## config.mk

```make
export PLATFORM = sky130hd
export DESIGN_NAME = h_cmd_arb
export DESIGN_NICKNAME = d
export VERILOG_FILES = /design/src/rtl/h_cmd_arb.sv
export SDC_FILE = /design/constraint.sdc
export NUM_CORES = 1
export LEC_CHECK = 0
export BUFFER_PORTS_ARGS = -buffer_cell sky130_fd_sc_hd__buf_4
export CAP_MARGIN = 20
export CORE_AREA = 4 4 128 130
export CTS_CLUSTER_DIAMETER = 30
export DETAILED_ROUTE_END_ITERATION = 16
export DIE_AREA = 0 0 132 134
export PLACE_DENSITY_LB_ADDON = 0.15
export SLEW_MARGIN = 20
export SYNTH_ARGS = -nofsm -noshare
export SYNTH_HDL_FRONTEND = slang
export SYNTH_SLANG_ARGS = --single-unit
```

## constraint.sdc

```tcl
create_clock -name clk -period 6 [get_ports clk]
set_input_delay 1.2 -clock clk [delete_from_list [all_inputs] [get_ports clk]]
set_output_delay 1.2 -clock clk [all_outputs]
set_load 0.005 [all_outputs]
```

## src/rtl/h_cmd_arb.sv

```systemverilog
// h_cmd_arb: N_CH-channel round-robin command front-end for the h engine.
// Commands are granted round-robin onto the single h command port. The
// issuing channel is pushed into an in-order tag FIFO, and each h response
// is routed back to the channel at the head of that FIFO.
// Optional feature macro: H_CMD_ARB_STATS_EN adds cycle and per-channel
// issue counters (stat_cycle, stat_issued).

package h_pkg;
  typedef logic [1:0]  opcode_t;
  typedef logic [15:0] k_t;
  typedef logic [31:0] v_t;
  typedef logic [1:0]  status_t;

  typedef struct packed {
    opcode_t op;
    k_t      k;
    v_t      v;
  } cmd_t;
endpackage

module h_cmd_arb #(
  parameter int N_CH      = 4,
  parameter int TAG_DEPTH = 8
) (
  input  logic                              clk,
  input  logic                              arst_n,
  input  logic [N_CH-1:0]                   cmd_vld,
  output logic [N_CH-1:0]                   cmd_rdy,
  input  h_pkg::opcode_t [N_CH-1:0]         cmd_opcode,
  input  h_pkg::k_t      [N_CH-1:0]         cmd_k,
  input  h_pkg::v_t      [N_CH-1:0]         cmd_v,
  output logic [N_CH-1:0]                   rsp_vld,
  output h_pkg::status_t                    rsp_status,
  output h_pkg::v_t                         rsp_v,
  output logic                              h_cmd_vld,
  output h_pkg::opcode_t                    h_cmd_opcode,
  output h_pkg::k_t                         h_cmd_k,
  output h_pkg::v_t                         h_cmd_v,
  input  logic                              h_rsp_vld,
  input  h_pkg::status_t                    h_rsp_status,
  input  h_pkg::v_t                         h_rsp_v,
  output logic [$clog2(TAG_DEPTH):0]        outstanding,
  output logic                              err_orphan
`ifdef H_CMD_ARB_STATS_EN
  ,
  output logic [31:0]                       stat_cycle,
  output logic [N_CH-1:0][31:0]             stat_issued
`endif
);

  localparam int CH_W  = $clog2(N_CH);
  localparam int PTR_W = $clog2(TAG_DEPTH);
  localparam int CNT_W = PTR_W + 1;

  // State
  logic [CH_W-1:0]                 rr_ptr_q,  rr_ptr_d;
  logic [PTR_W-1:0]                wr_ptr_q,  wr_ptr_d;
  logic [PTR_W-1:0]                rd_ptr_q,  rd_ptr_d;
  logic [CNT_W-1:0]                cnt_q,     cnt_d;
  logic [TAG_DEPTH-1:0][CH_W-1:0]  tag_mem_q, tag_mem_d;
  logic                            orph_q,    orph_d;
  logic                            hvld_q,    hvld_d;
  h_pkg::cmd_t                     hcmd_q,    hcmd_d;
  logic [N_CH-1:0]                 rvld_q,    rvld_d;
  h_pkg::status_t                  rst_q,     rst_d;
  h_pkg::v_t                       rv_q,      rv_d;

  // Arbitration / FIFO control
  logic            gnt_found;
  logic [CH_W-1:0] gnt_idx;
  int              sel_c;
  logic            full, xfer, pop;
  logic [CH_W-1:0] head_tag;

  // Round-robin search upward from rr_ptr; full is judged on the registered count
  always_comb begin
    gnt_found = 1'b0;
    gnt_idx   = '0;
    sel_c     = 0;
    for (int k = 0; k < N_CH; k++) begin
      sel_c = int'(rr_ptr_q) + k;
      if (sel_c >= N_CH) sel_c = sel_c - N_CH;
      if (!gnt_found && cmd_vld[sel_c]) begin
        gnt_found = 1'b1;
        gnt_idx   = CH_W'(sel_c);
      end
    end
    full    = (cnt_q == CNT_W'(TAG_DEPTH));
    xfer    = gnt_found & ~full;
    cmd_rdy = '0;
    if (xfer) cmd_rdy[gnt_idx] = 1'b1;
  end

  // Next-state: pointer, FIFO, count, command and response registers
  always_comb begin
    pop      = h_rsp_vld & (cnt_q != '0);
    head_tag = tag_mem_q[rd_ptr_q];

    rr_ptr_d  = rr_ptr_q;
    wr_ptr_d  = wr_ptr_q;
    rd_ptr_d  = rd_ptr_q;
    tag_mem_d = tag_mem_q;
    cnt_d     = cnt_q;
    hcmd_d    = hcmd_q;
    hvld_d    = xfer;
    rvld_d    = '0;
    rst_d     = rst_q;
    rv_d      = rv_q;
    // an empty-FIFO response has no owner; flag it and drop it
    orph_d    = orph_q | (h_rsp_vld & (cnt_q == '0));

    if (xfer) begin
      rr_ptr_d            = (gnt_idx == CH_W'(N_CH - 1)) ? '0 : gnt_idx + 1'b1;
      tag_mem_d[wr_ptr_q] = gnt_idx;
      wr_ptr_d            = wr_ptr_q + 1'b1;
      hcmd_d.op           = cmd_opcode[gnt_idx];
      hcmd_d.k            = cmd_k[gnt_idx];
      hcmd_d.v            = cmd_v[gnt_idx];
    end

    if (pop) begin
      rd_ptr_d         = rd_ptr_q + 1'b1;
      rvld_d[head_tag] = 1'b1;
      rst_d            = h_rsp_status;
      rv_d             = h_rsp_v;
    end

    case ({xfer, pop})
      2'b10:   cnt_d = cnt_q + 1'b1;
      2'b01:   cnt_d = cnt_q - 1'b1;
      default: cnt_d = cnt_q;
    endcase
  end

  // State registers, cleared asynchronously
  always_ff @(posedge clk or negedge arst_n) begin
    if (!arst_n) begin
      rr_ptr_q  <= '0;
      wr_ptr_q  <= '0;
      rd_ptr_q  <= '0;
      tag_mem_q <= '0;
      cnt_q     <= '0;
      orph_q    <= 1'b0;
      hvld_q    <= 1'b0;
      hcmd_q    <= '0;
      rvld_q    <= '0;
      rst_q     <= '0;
      rv_q      <= '0;
    end else begin
      rr_ptr_q  <= rr_ptr_d;
      wr_ptr_q  <= wr_ptr_d;
      rd_ptr_q  <= rd_ptr_d;
      tag_mem_q <= tag_mem_d;
      cnt_q     <= cnt_d;
      orph_q    <= orph_d;
      hvld_q    <= hvld_d;
      hcmd_q    <= hcmd_d;
      rvld_q    <= rvld_d;
      rst_q     <= rst_d;
      rv_q      <= rv_d;
    end
  end

  assign h_cmd_vld    = hvld_q;
  assign h_cmd_opcode = hcmd_q.op;
  assign h_cmd_k      = hcmd_q.k;
  assign h_cmd_v      = hcmd_q.v;
  assign rsp_vld      = rvld_q;
  assign rsp_status   = rst_q;
  assign rsp_v        = rv_q;
  assign outstanding  = cnt_q;
  assign err_orphan   = orph_q;

`ifdef H_CMD_ARB_STATS_EN
  logic [31:0]            stat_cycle_q,  stat_cycle_d;
  logic [N_CH-1:0][31:0]  stat_issued_q, stat_issued_d;

  // Free-running cycle count and per-channel transfer counts, wrapping
  always_comb begin
    stat_cycle_d  = stat_cycle_q + 32'd1;
    stat_issued_d = stat_issued_q;
    if (xfer) stat_issued_d[gnt_idx] = stat_issued_q[gnt_idx] + 32'd1;
  end

  // Counter registers
  always_ff @(posedge clk or negedge arst_n) begin
    if (!arst_n) begin
      stat_cycle_q  <= '0;
      stat_issued_q <= '0;
    end else begin
      stat_cycle_q  <= stat_cycle_d;
      stat_issued_q <= stat_issued_d;
    end
  end

  assign stat_cycle  = stat_cycle_q;
  assign stat_issued = stat_issued_q;
`endif

endmodule

```

==> metrics.txt <==
Inserted Clock Buffers=17; post-synthesis cell type count=39; Setup crit end kind=output pin; unrepaired setup endpoints after global routing=false; Slew HR=30.4%; number of synthesized flops with an enable pin=0; PnR worst setup slack=1.82 ns; Avg Cell Area, Syn=10.4 um^2; vias in the first global route=5830; share of layout cells above drive strength 1=43.0%; post-synthesis register bit count=118; Die X=132 um; final hold viol count=0; DIE AREA=0.0177 mm^2; Mapped Nets=833; grt total ovfl=0; root buf cell=clkbuf_16; core area=0.0151 mm^2; required time of the critical path=4.80 ns; Ys Warns=0; via count=5654; commonest non-fill, non-tap cell in the layout=buf_4; top cell type by total area after synthesis=dfrtp_1; Yosys top cell area share=48.6%; # DRC=0; PD cells=459 mW/mm^2; Setup Skew=0.00838 ns; GR met1 Demand/Resource=25.9%; Gates resized, CTS repair=0; post-route cell area=0.00928 mm^2; cell types occupying the most area after synthesis=dfrtp_1, mux2i_1, nand2_1; Post-DRT Antenna Nets=0; status=complete, no violations; Initial DRC Count=232; CTS tree=built; crit-path max FO=52; htree depth=4; number of port buffers=338; Arrival @ worst endpoint=2.98 ns; hold_buf cts=0; f_max=0.239 GHz; Final #Nets=1152; busiest grt layer=met2; ANT cells=0; r2r worst-path depth=6; final RePlAce weighted congestion=0.855; # clock sinks=118; DR pass1 iterations=6; TNS Setup=0 ns; worst skew pair latency=0.41 ns; pin count of the biggest net entering global routing=79; dpl ws=1.80 ns; initial core utilization=40.1%; initial antenna violation count=0; Synth Instances=583; first-pass GRT wire length=30.6 mm; M2 GR Usage=36.8%; IO Count=339; routing usage on met3=7.01%; LEAKAGE=4.75 nW; Max Cap Viol=0; routed length per instance=17.9 um; Placed Area=0.00867 mm^2; maximum buffer depth of the clock tree=2; Cell Area, Synth=0.00608 mm^2; post-DR vias/cell=5.13; crit share post-route=69.7%; top_reg_cell synth=dfrtp_1; HPWL Detailed=15.2 mm; Power Total=4.26 mW; Least-Margin Pin Slew=1.04 ns; worst hold path depth=2; Die Ht=134 um; Post-synth ARST share=100%; register area share after synthesis=48.6%; critical path type=input pin to output pin; GRT Util Overall=22.0%; max-slew violation count=0; DRT Wirelength=19.7 mm; startpoint types=input pin; CTS clk-pin slew, worst paths=0.06 ns; maximum vdd drop=0.222 mV; Area Overhead vs Synth=52.8%; Final Setup Violations=0; commonest cells after routing, fill and taps aside=buf_4, nand2_1, dfrtp_1; # rows=45; Final Critical Period=4.18 ns; buffer count from post-CTS setup fixing=0; Hold WC Path Type=flop to flop
-- sequential cells by signal (all words and copies together), names as in the netlist --
| register | count |
|---|---|
| h_cmd_opcode | 2 |
| h_cmd_v | 32 |
| rsp_vld | 4 |
| tag_mem_q | 16 |
| h_cmd_vld | 1 |
| err_orphan | 1 |
| outstanding | 4 |
| rr_ptr_q | 2 |
| wr_ptr_q | 3 |
| rsp_status | 2 |
| h_cmd_k | 16 |
| rd_ptr_q | 3 |
| rsp_v | 32 |
-- layer usage --
| metal | routed length, um | part of all wire [%] |
|---|---|---|
| met2 | 9890 | 50 |
| met1 | 7700 | 39 |
| met4 | 704 | 3.6 |
| met5 | 0 | 0 |
| met3 | 1430 | 7.3 |
-- through the flow --
stage	hold WS, ns	util, %	cells
final	0.473	61.3	1103
after global routing	0.489	61.3	1103
after CTS	0.479	61.3	1103
after detailed placement	0.465	57.2	1071
after global placement	0.449	57.2	1071
after floorplan	0.445	-	583
-- power breakdown --
group / total, mW / internal (mW) / leakage [nW] / switching [mW]
registers: 1.40 / 1.14 / 1.43 / 0.254
logic: 1.84 / 0.951 / 3.03 / 0.885
clock network: 1.03 / 0.673 / 0.288 / 0.357
total: 4.26 / 2.77 / 4.75 / 1.50
-- final timing paths --
kind	end	slack [ns]	from
max	cmd_rdy[0]	1.82	cmd_vld[1]
min	rsp_v[11]	0.47	rsp_v[11]
max reg2reg	h_cmd_v[3]	2.88	outstanding[0]
min reg2reg	rsp_v[11]	0.47	rsp_v[11]
max in group asynchronous	h_cmd_k[13]	4.16	arst_n
min in group asynchronous	rsp_status[0]	0.80	arst_n
-- worst max-delay path, stage by stage --
cell and delay, ns:
buf_4 0.13, nor2b_1 0.15, a211o_1 0.14, and2_4 0.68, inv_2 0.17, ha_1 0.22
and2_1 0.14, buf_4 0.14
-- synthesized netlist by cell type (2+ instances only) --
cell / instances
clkbuf_1: 21
xnor2_1: 5
ha_1: 9
xor2_1: 4
nand2_1: 174
nand4b_1: 2
buf_6: 6
mux2_1: 4
dfrtp_1: 118
nor4b_1: 2
inv_2: 3
buf_2: 11
and2_1: 6
mux4_2: 4
a211oi_1: 2
nor2_1: 9
nor4_1: 2
o221ai_1: 51
a211o_1: 3
o21ai_0: 6
nor2b_1: 5
buf_1: 4
nand2b_1: 2
inv_1: 2
mux2i_1: 101
mux2_2: 6
a21o_1: 3
o21ai_1: 7
-- layout make-up --
cell class              count  area, um^2
fillers                  1286        5860
flip-flops and latches    118        2950
multi-input cells         418        2900
repair buffers            342        2570
clock buffers              20         457
well taps                 188         235
clock inverters            12         153
inverters                   5        18.8
-- logic make-up (layout without fill, tap and decap cells) --
family | count (synthesis) | count (layout) | synth area share (%)
simple gates | 210 | 210 | 14.5
flops | 118 | 118 | 48.6
mux | 115 | 115 | 20.0
compound gates | 75 | 75 | 9.88
buf+inv | 47 | 379 | 3.87
fa+ha+maj | 9 | 9 | 1.85
xor+xnor | 9 | 9 | 1.30
(Power assumes the default switching activity.)
